==> src/rtl/alu_seq.sv <==
// rtl/alu_seq.sv - registered ALU with valid/ready handshakes and multi-cycle shift-add multiply
module alu_seq #(
  parameter int WIDTH  = 16,
  parameter bit MUL_EN = 1'b1
) (
  input  logic             clk,
  input  logic             rst,
  input  logic             in_valid,
  output logic             in_ready,
  input  logic [WIDTH-1:0] a,
  input  logic [WIDTH-1:0] b,
  input  logic [3:0]       opcode,
  output logic             out_valid,
  input  logic             out_ready,
  output logic [WIDTH-1:0] y,
  output logic [WIDTH-1:0] y_hi,
  output logic             c,
  output logic             s,
  output logic             p,
  output logic             z,
  output logic             err
);

  localparam int CW = $clog2(WIDTH);

  typedef enum logic {IDLE, MUL_BUSY} state_t;

  state_t             state;
  logic [CW-1:0]      count;
  logic [2*WIDTH-1:0] acc;
  logic [2*WIDTH-1:0] mcand;
  logic [2*WIDTH-1:0] acc_step;
  logic [WIDTH-1:0]   mplier;
  logic [WIDTH-1:0]   alu_y;
  logic               alu_c;
  logic               alu_err;
  logic               accept;
  logic               is_mul;

  assign in_ready = (state == IDLE) && (!out_valid || out_ready) && !rst;
  assign accept   = in_valid && in_ready;
  assign is_mul   = MUL_EN && (opcode == 4'd8);

  // Single-cycle datapath; opcode 8 falls into the illegal branch and is only
  // overridden by the multiplier path when MUL_EN is set.
  always_comb begin
    alu_y   = '0;
    alu_c   = 1'b0;
    alu_err = 1'b0;
    case (opcode)
      4'd0: {alu_c, alu_y} = {1'b0, a} + {1'b0, b};
      4'd1: begin
        alu_y = a - b;
        alu_c = (a < b);
      end
      4'd2: alu_y = a & b;
      4'd3: alu_y = a | b;
      4'd4: alu_y = a ^ b;
      4'd5: alu_y = ~a;
      4'd6: begin
        alu_y = {a[WIDTH-2:0], 1'b0};
        alu_c = a[WIDTH-1];
      end
      4'd7: begin
        alu_y = {1'b0, a[WIDTH-1:1]};
        alu_c = a[0];
      end
      default: alu_err = 1'b1;
    endcase
  end

  // One multiplier bit per cycle, LSB first, multiplicand shifted left.
  assign acc_step = acc + (mplier[0] ? mcand : '0);

  always_ff @(posedge clk) begin
    if (rst) begin
      state     <= IDLE;
      out_valid <= 1'b0;
      y         <= '0;
      y_hi      <= '0;
      c         <= 1'b0;
      s         <= 1'b0;
      p         <= 1'b0;
      z         <= 1'b0;
      err       <= 1'b0;
      count     <= '0;
      acc       <= '0;
      mcand     <= '0;
      mplier    <= '0;
    end else begin
      if (out_ready) out_valid <= 1'b0;
      case (state)
        IDLE: begin
          if (accept) begin
            if (is_mul) begin
              state  <= MUL_BUSY;
              mcand  <= {{WIDTH{1'b0}}, a};
              mplier <= b;
              acc    <= '0;
              count  <= CW'(WIDTH - 1);
            end else begin
              y         <= alu_y;
              y_hi      <= '0;
              c         <= alu_c;
              err       <= alu_err;
              s         <= alu_y[WIDTH-1];
              p         <= ~^alu_y;
              z         <= (alu_y == '0);
              out_valid <= 1'b1;
            end
          end
        end
        MUL_BUSY: begin
          acc    <= acc_step;
          mcand  <= mcand << 1;
          mplier <= mplier >> 1;
          count  <= count - 1'b1;
          if (count == '0) begin
            y         <= acc_step[WIDTH-1:0];
            y_hi      <= acc_step[2*WIDTH-1:WIDTH];
            c         <= |acc_step[2*WIDTH-1:WIDTH];
            err       <= 1'b0;
            s         <= acc_step[WIDTH-1];
            p         <= ~^acc_step[WIDTH-1:0];
            z         <= (acc_step[WIDTH-1:0] == '0);
            out_valid <= 1'b1;
            state     <= IDLE;
          end
        end
      endcase
    end
  end

endmodule

==> config.mk <==
export PLATFORM = sky130hd
export DESIGN_NAME = alu_seq
export DESIGN_NICKNAME = d
export VERILOG_FILES = /design/src/rtl/alu_seq.sv
export SDC_FILE = /design/constraint.sdc
export NUM_CORES = 1
export LEC_CHECK = 0
export CORE_ASPECT_RATIO = 1.75
export CORE_MARGIN = 5
export CORE_UTILIZATION = 60
export DETAILED_ROUTE_END_ITERATION = 8
export GPL_TIMING_DRIVEN = 0
export PLACE_DENSITY = 0.82
export REMOVE_ABC_BUFFERS = 1
export SLEW_MARGIN = 20
export SYNTH_ARGS = -nofsm -noshare
export SYNTH_HDL_FRONTEND = slang
export SYNTH_SLANG_ARGS = --single-unit
==> constraint.sdc <==
create_clock -name clk -period 9.19 [get_ports clk]
set_input_delay 1.838 -clock clk [delete_from_list [all_inputs] [get_ports clk]]
set_output_delay 1.838 -clock clk [all_outputs]
set_load 0.01 [all_outputs]
==> results of run 1 <==
report_power, final:
group | leakage [nW] | switching [mW] | internal [mW]
combinational | 3.06 | 0.166 | 0.119
clock | 0.296 | 0.269 | 0.443
sequential | 0.987 | 0.00649 | 0.537
registers in the layout (all words and copies together), names as in the netlist:
name and flops:
err 1, acc 32, out_valid 1, count 4, y 16, mplier 16
state 1, mcand 32, c 1, z 1, y_hi 16, p 1
layout make-up:
type / instances / area [um^2] / share of cell area [%]
clock buffer: 19 / 453 / 4.13
multi-input combinational: 978 / 6420 / 58.6
clock inverter: 13 / 166 / 1.52
tap: 186 / 233 / 2.12
inverter: 79 / 297 / 2.70
timing repair buffer: 89 / 950 / 8.66
sequential: 122 / 2450 / 22.3
synth_stat cells, types with 7 or more instances:
master and number:
nor2b_1 7, nand2b_1 10, and3_1 14, inv_1 79, nor4_1 7, a31oi_1 13
xnor2_1 32, nand2_1 125, nor3_1 28, a2111oi_0 9, o22ai_1 8, o31ai_1 7
ha_1 99, a211oi_1 20, nand3_1 34, a22oi_1 67, a21oi_1 146, nand4_1 10
nor2_1 128, a21o_1 17, clkbuf_1 78, o21ai_0 41, a221oi_1 13, xor2_1 12
o211ai_1 16, dfxtp_1 122, and2_1 32
routing by layer:
| metal | GRT usage (%) | routed length, um |
|---|---|---|
| met5 | 0 | 0 |
| met4 | 17.5 | 1450 |
| met3 | 4.67 | 1380 |
| met2 | 60.2 | 16000 |
| met1 | 31.1 | 10500 |
logic make-up after synthesis:
group                    Yosys count
AO/OA/AOI/OAI                    414
XOR/XNOR                          44
adder cells (fa/ha/maj)          102
buffers and inverters            162
flip-flops                       122
multiplexers                       4
AND/OR/NAND/NOR                  414
per-stage QoR:
step	util (%)	setup WS (ns)	instance area [um^2]	power (mW)	cells
after floorplan	-	3.76	9110	0.720	1179
after global placement	65.8	-1.68	10100	0.824	1443
after detailed placement	67.2	1.95	10300	0.833	1454
after CTS	71.3	2.40	11000	1.54	1486
after global routing	71.3	1.94	11000	1.60	1486
final	71.3	2.30	11000	1.54	1486
cell usage in the layout (no fill, tap or decap), drive strengths merged, types with 6 or more instances in the layout:
cell,instances
o21ai,44
clkdlybuf4s50,77
and3,14
a221oi,14
and2,32
o211ai,17
a31oi,13
o22ai,8
a211oi,23
dfxtp,122
a21o,17
o31ai,7
a22oi,67
nand3,34
nand2b,10
inv,81
nand4,10
clkbuf,19
nor3,28
ha,99
nor2,128
xor2,12
o21bai,6
a2111oi,9
nand2,125
a221o,6
buf,12
a21oi,146
xnor2,32
nor2b,7
nor4,7
worst min path at each step:
stage | endpoint | slack, ns
global placement | y_hi[13] | 0.44
floorplan | mplier[10] | 0.43
finish | y[6] | 0.45
detailed placement | y[2] | 0.44
CTS | y[2] | 0.45
global route | y[6] | 0.48
critical path: stages:
cell             delay, ns
clkdlybuf4s50_1       0.62
inv_1                 0.18
ha_1                  0.19
inv_1                 0.06
fa_1                  0.41
nor2b_1               0.16
o21ai_0               0.27
nand2_1               0.14
a2111oi_0             0.80
nor2_1                0.15
a2111oi_0             0.61
o31ai_1               0.16
a2bb2oi_1             0.40
ha_1                  0.35
xor2_1                0.19
xnor2_1               0.21
xnor2_1               0.14
nor2_1                0.05
a21oi_1               0.12
a211oi_1              0.08
==> results.yml, run 1 <==
outcome:
  outcome: "complete, no violations"
global_route:
  grt_antenna_before_repair: 0
  overflow: 0
  grt_pass1_vias: 9601
  grt_max_degree: 103
  grt_pass1_wl_um: 47100
  grt.total_usage_pct: 31.3
route:
  wl_per_cell_um: 19.8
  dr.pass1.iters: 5
  detail-route-antenna-nets: 0
  num_vias: 9499
  routed_wirelength_um: 29400
  drt-initial-drc-count: 581
  post_drt_via_cell_ratio: 6.39
  drc_errors: 0
timing:
  hold_ws_ns: 0.448
  setup_viol: 0
  hold_violations: 0
  fmax_mhz: 145
  slew_viol_final: 0
  max-slew-margin-rel_pct: 37.3
  fin_crit_ns: 6.89
  tns_ns: 0
  tightest_slew_ns: 0.917
  fin_crit_sh_pct: 75.0
  rsz0062_at_grt: "false"
  skew_ns: 0.0108
pwr:
  ir_drop_mv: 0.111
  p_leak_nw: 4.34
  p_per_area_nw_per_um2: 140
cells_and_area:
  nFillCells: 1307
  fin_nets: 1429
  area_delta_synth_final_pct: 16.3
  diodes: 0
  drive_above_1_share_pct: 5.69
hold_path:
  hold_class: "register to register"
  hold_path_depth: 2
  hold_start: "y[6]"
yosys:
  synth_seq_cells: 122
  synthesis.area_um2: 9430
  synth_edf_count: 0
  synth_xor_area_share_pct: 4.09
  synthFlopType: "dfxtp_1"
  synth-seq-area-share_pct: 25.9
  ys_async_sr_fraction_pct: 0
  synthCells: 1262
  synthMuxAreaShare_pct: 0.438
  synth_fa_ha_area_share_pct: 13.8
  synth_top_family_by_area: "compound AO/OA/AOI/OAI gates"
  synth_compound_area_share_pct: 29.1
  synth.area.top_cells: "dfxtp_1, ha_1, a21oi_1"
  synth_top_area_share_pct: 25.9
  syn_avg_cell_area_um2: 7.47
  synthSimpleGateAreaFrac_pct: 20.2
  ys_warn_count: 0
  yosys.area.top_type: "dfxtp_1"
  synth_cell_types: 68
clock_network:
  clkLatencyLatePin_ns: 0.42
  cts_buffers: 17
  cts_resized: 0
  cts_root_buf: "clkbuf_16"
  clock-sinks: 122
  hold_buffers: 0
  cts_tree: "done"
  cts.path.max_buffers: 2
  cts_setup_buffers: 0
  htreeDepth: 4
  clkTransAtPathRegs_ns: 0.06
floorplan:
  die_w_um: 105
  io-pin-count: 79
  die_area_um2: 18400
  std_cell_rows: 60
  fp.dieH_um: 176
  start_util_pct: 61.3
  design.core.area_um2: 15400
setup_path:
  startpoint_type: "input port"
  crit_type: "input port to register"
  cp.arrival_ns: 7.16
  rr_worst_depth: 13
  worstSetupEndpointType: "register"
  reg2reg_slack_ns: 4.87
  r2r-end: "c"
  path_max_fanout: 6
  reg2reg_from: "mplier[0]"
  crit_path_end: "p"
  startpoint: "a[0]"
  crit_required_ns: 9.46
placed_design:
  gp_congestion: 0.964
  dp_hpwl_um: 21600
  io_buffers: 78
run:
  cap_violations: 0
No activity file was read; power rests on OpenSTA's default activity.
==> run 2, diff against run 1 <==
- CORE_UTILIZATION: 60 -> 54
- PLACE_DENSITY: 0.82 -> 0.78
- clock period: 9.19 -> 5.7 ns (I/O delays scaled with it)
==> results.yml, run 2 (synthesized netlist as in run 1, its figures left out) <==
clock_network:
  cts.path.max_buffers: 2
  htreeDepth: 4
  clkTransAtPathRegs_ns: 0.06
  clock-sinks: 122
  cts_tree: "done"
  clkLatencyLatePin_ns: 0.43
  cts_root_buf: "clkbuf_16"
  cts_buffers: 17
setup_path:
  cp.arrival_ns: 5.73
  crit_type: "input port to register"
  crit_buf_inv: 2
  slowest_delay_ns: 0.47
  reg2reg_slack_ns: 1.43
  path_max_fanout: 8
  crit_required_ns: 6.03
  startpoint_type: "input port"
  crit_family: "compound AO/OA/AOI/OAI gates"
  slowest_stage: "dlygate4sd2_1"
  crit_path_frequent_cell: "xnor2_1"
  path_cells: "dlygate4sd2_1, inv_1, ha_1, or2_2, a221oi_1, o211ai_1, a21oi_2, a221oi_1, o31ai_2, o21ai_0, a221o_1, nand2_1, ha_1, xnor2_1, xnor2_1, xnor2_1, nor2_1, a21oi_1, a211oi_1"
  worstSetupEndpointType: "register"
cells_and_area:
  nFillCells: 1580
  area_delta_synth_final_pct: 17.7
  drive_above_1_share_pct: 6.00
  reg.largest.list: "acc (32), mcand (32)"
  ff_latch_area_um2: 2450
  final_cell_mix: "a21oi_1, nor2_1, nand2_1"
  fin_nets: 1429
  diodes: 0
  multi_input_area_um2: 6460
  fin_area_um2: 11100
  final_common_cell: "a21oi_1"
route:
  routed_wirelength_um: 29200
  drc_errors: 0
  num_vias: 9518
  drt-initial-drc-count: 634
  detail-route-antenna-nets: 0
  post_drt_via_cell_ratio: 6.22
  wl_per_cell_um: 19.1
  dr.pass1.iters: 5
pwr:
  p_leak_nw: 4.37
  finalPower_mw: 2.53
  ir_drop_mv: 0.217
  p_per_area_nw_per_um2: 228
global_route:
  overflow: 0
  grt_pass1_vias: 9632
  grt_antenna_before_repair: 0
  grt.total_usage_pct: 29.7
  grt_max_degree: 106
  grt_pass1_wl_um: 47400
timing:
  fmax_mhz: 185
  tns_ns: 0
  max-slew-margin-rel_pct: 36.0
  rsz0062_at_grt: "false"
  hold_ws_ns: 0.449
  hold_violations: 0
  skew_ns: 0.00820
  fin_crit_ns: 5.40
  setup_viol: 0
  tightest_slew_ns: 0.936
  fin_crit_sh_pct: 94.7
  fin_ws_ns: 0.303
  slew_viol_final: 0
placed_design:
  dpl_cell_area_um2: 10400
  io_buffers: 78
  dpl_worst_slack_ns: -0.945
  gp_congestion: 0.929
  dp_hpwl_um: 21500
run:
  cap_violations: 0
floorplan:
  io-pin-count: 79
  design.core.area_um2: 17300
  die_area_um2: 20300
  fp.dieH_um: 185
  start_util_pct: 54.5
  std_cell_rows: 64
  die_w_um: 110
outcome:
  outcome: "complete, no violations"
hold_path:
  hold_class: "register to register"
==> run 2: final cells by class <==
cell class | instances | share of cell area [%]
inverters | 79 | 2.67
clock buffers | 22 | 4.36
repair buffers | 89 | 8.60
multi-input cells | 978 | 58.2
well taps | 231 | 2.60
clock inverters | 10 | 1.48
flip-flops and latches | 122 | 22.1
==> run 2: timing repair <==
action,CTS,global route
hold buffers,0,0
resized for setup,7,4
pin swaps,0,0
buffers inserted,0,0
endpoints found under the setup margin,2,1
==> run 2: power breakdown <==
group	internal (mW)	total, mW	switching [mW]
clock network	0.778	1.19	0.413
logic	0.193	0.461	0.268
registers	0.866	0.876	0.0105
total	1.84	2.53	0.692
==> run 2: worst reg2reg max path, cell delays in order (launching register included) <==
cell      delay [ns]
dfxtp_2         0.49
and2_1          0.24
ha_1            0.22
fa_1            0.44
a211oi_2        0.28
o211ai_2        0.18
a221oi_4        0.42
o31a_1          0.24
o21bai_1        0.11
xnor2_1         0.20
or4b_2          0.72
nor4_1          0.18
and4_1          0.32
o41ai_1         0.09
==> run 2: per-stage QoR <==
step / util, % / instances
2_1_floorplan: - / 1179
6_report: 64.2 / 1531
4_1_cts: 64.0 / 1531
3_5_place_dp: 60.2 / 1499
5_1_grt: 64.2 / 1531
3_3_place_gp: 58.8 / 1488
==> run 2: worst paths after layout <==
| kind | startpoint | to | depth (start not counted) |
|---|---|---|---|
| setup / recovery | a[1] | p | 19 |
| hold / removal | y_hi[13] | y_hi[13] | 2 |
| setup reg to reg | mplier[0] | c | 13 |
| hold reg to reg | y_hi[13] | y_hi[13] | 2 |
==> run 2: layer usage <==
| layer | global-route usage (%) | up-vias | wire (um) |
|---|---|---|---|
| li1 | - | 4588 | - |
| met5 | 0 | - | 0 |
| met2 | 55.2 | 334 | 15600 |
| met3 | 4.53 | 117 | 1370 |
| met1 | 29.6 | 4479 | 10400 |
| met4 | 19.6 | 0 | 1860 |
==> RTL edit: new RTL, settings of run 2 <==
Reset style: asynchronous (`rst`), changed in one clocked block.
--- a/src/rtl/alu_seq.sv
+++ b/src/rtl/alu_seq.sv
@@ -73,5 +73,5 @@
   assign acc_step = acc + (mplier[0] ? mcand : '0);
 
-  always_ff @(posedge clk) begin
+  always_ff @(posedge clk or posedge rst) begin
     if (rst) begin
       state     <= IDLE;
Behaviour: differs if rst is asserted again (counterexample within 4 cycles, from zero or initial values and one cycle with rst high); with rst held inactive, the same outputs for 4 cycles.
==> RTL edit against run 2 <==
Final cell count about the same. Worst setup slack improved by 0.17 ns. Die area increased by 7.9%. Design area increased by 6.6%. Count of clock-buffer cells in the layout decreased by 1. Synthesized area increased by 8.6%. Critical path type unchanged. Global-route usage increased by 0.11 points. Sequential cell count unchanged. Routed wire length increased by 9.2%.
Power is not compared: it rests on default switching activity, and its combinational part moved more than twofold at a synthesized area within 25%.
==> RTL edit: results (changes against run 2) <==
| Metric | Value |
|---|---|
| Status | finished clean |
| Seq/Total Area, Yosys | 29.8% (+3.9 points) |
| Post-CTS Resized | 0 (-7) |
| Hold Crit Start | mplier[4] |
| Layout cells sized above 1 | 7.19% (+1.2 points) |
| Worst EP arrival | 5.57 ns (-0.16 ns) |
| Clock-cell share | 4.73% (-1.1 points) |
| # fillers | 1655 (+4.7%) |
| Dpl cells | 1500 (+0.067%) |
| All-Layer GR Usage | 29.8% (+0.11 points) |
| Async set-or-reset flop fraction in the synthesized netlist | 100% (+100 points) |
| Clock skew | 0.00873 ns (+0.000525 ns) |
| Synth area leaders | dfrtp_1 30%, ha_1 12%, nand2_1 7.1% |
| Largest net degree at the start of global routing | 104 (-1.9%) |
| Least-Margin Pin Slew | 1.09 ns (+0.150 ns) |
| Final WL | 31.9 mm (+9.2%) |
| Placer Congestion | 0.926 (-0.38%) |
| Via/cell ratio | 6.36 (+2.3%) |
| R2R Path Start | mplier[0] |
| Worst path slowest cell | clkdlybuf4s50_1 |
| First-pass GRT wire length | 51.5 mm (+8.6%) |
| Vias in the first global route | 10.0k (+4.0%) |
| Initial drt markers | 728 (+15%) |
| Most instantiated cells after synthesis | 193 x nand2_1, 122 x dfrtp_1, 99 x ha_1 |
| Post-DP HPWL | 24.3 mm (+13%) |
| Mapped Cells | 1243 (-1.5%) |
| Dpl cell area | 11300 um^2 (+8.3%) |
| Post-route cell area | 11800 um^2 (+6.6%) |
-- RTL edit: changes by cell type after synthesis, moves of 37 or more --
| cell | before | now |
|---|---|---|
| dfrtp_1 | 0 | 122 |
| dfxtp_1 | 122 | 0 |
| a21oi_1 | 146 | 71 |
| nand2_1 | 125 | 193 |
| nor2_1 | 128 | 84 |
| o21ai_0 | 41 | 78 |
-- RTL edit: worst paths after layout --
| check | cells past startpoint | endpoint | slack, ns |
|---|---|---|---|
| min | 2 | mplier[4] | 0.48 |
| max reg2reg | 16 | p | 1.15 |
| min reg2reg | 2 | mplier[4] | 0.48 |
| max | 17 | p | 0.47 |
| min in group asynchronous | 2 | count[3] | 1.07 |
| max in group asynchronous | 3 | mcand[20] | 3.86 |
-- RTL edit: kinds of logic after synthesis --
kind of cell / after synthesis / synth area share [%]
adders and majority gates: 102 / 12.7
DFF: 122 / 29.8
muxes: 12 / 1.30
AOI/OAI and AO/OA: 401 / 27.6
buffers and inverters: 137 / 5.44
xor gates and xnor gates: 38 / 3.25
and+or+nand+nor: 431 / 19.9
-- RTL edit: where the power goes --
part	internal (mW)	switching [mW]	leakage, nW
Combinational	0.867	1.12	3.43
Sequential	1.16	0.273	1.62
Clock	0.619	0.425	0.257
Total	2.64	1.82	5.30
-- RTL edit: worst max-delay path, delay by kind of cell --
family	cells	cell delay (ns)
buffers and inverters	2	0.83
XOR/XNOR	3	0.50
AND/OR/NAND/NOR	2	0.86
adder cells (fa/ha/maj)	2	0.76
AO/OA/AOI/OAI	8	1.47
-- RTL edit: per-layer routing --
layer	vias up	wire [um]	part of all wire [%]	global-route usage (%)
met5	-	0	0	0
met4	0	2450	7.7	21.7
met3	139	1490	4.7	4.95
met2	385	16900	53	54.1
met1	4641	11000	35	30.2
li1	4580	-	-	-
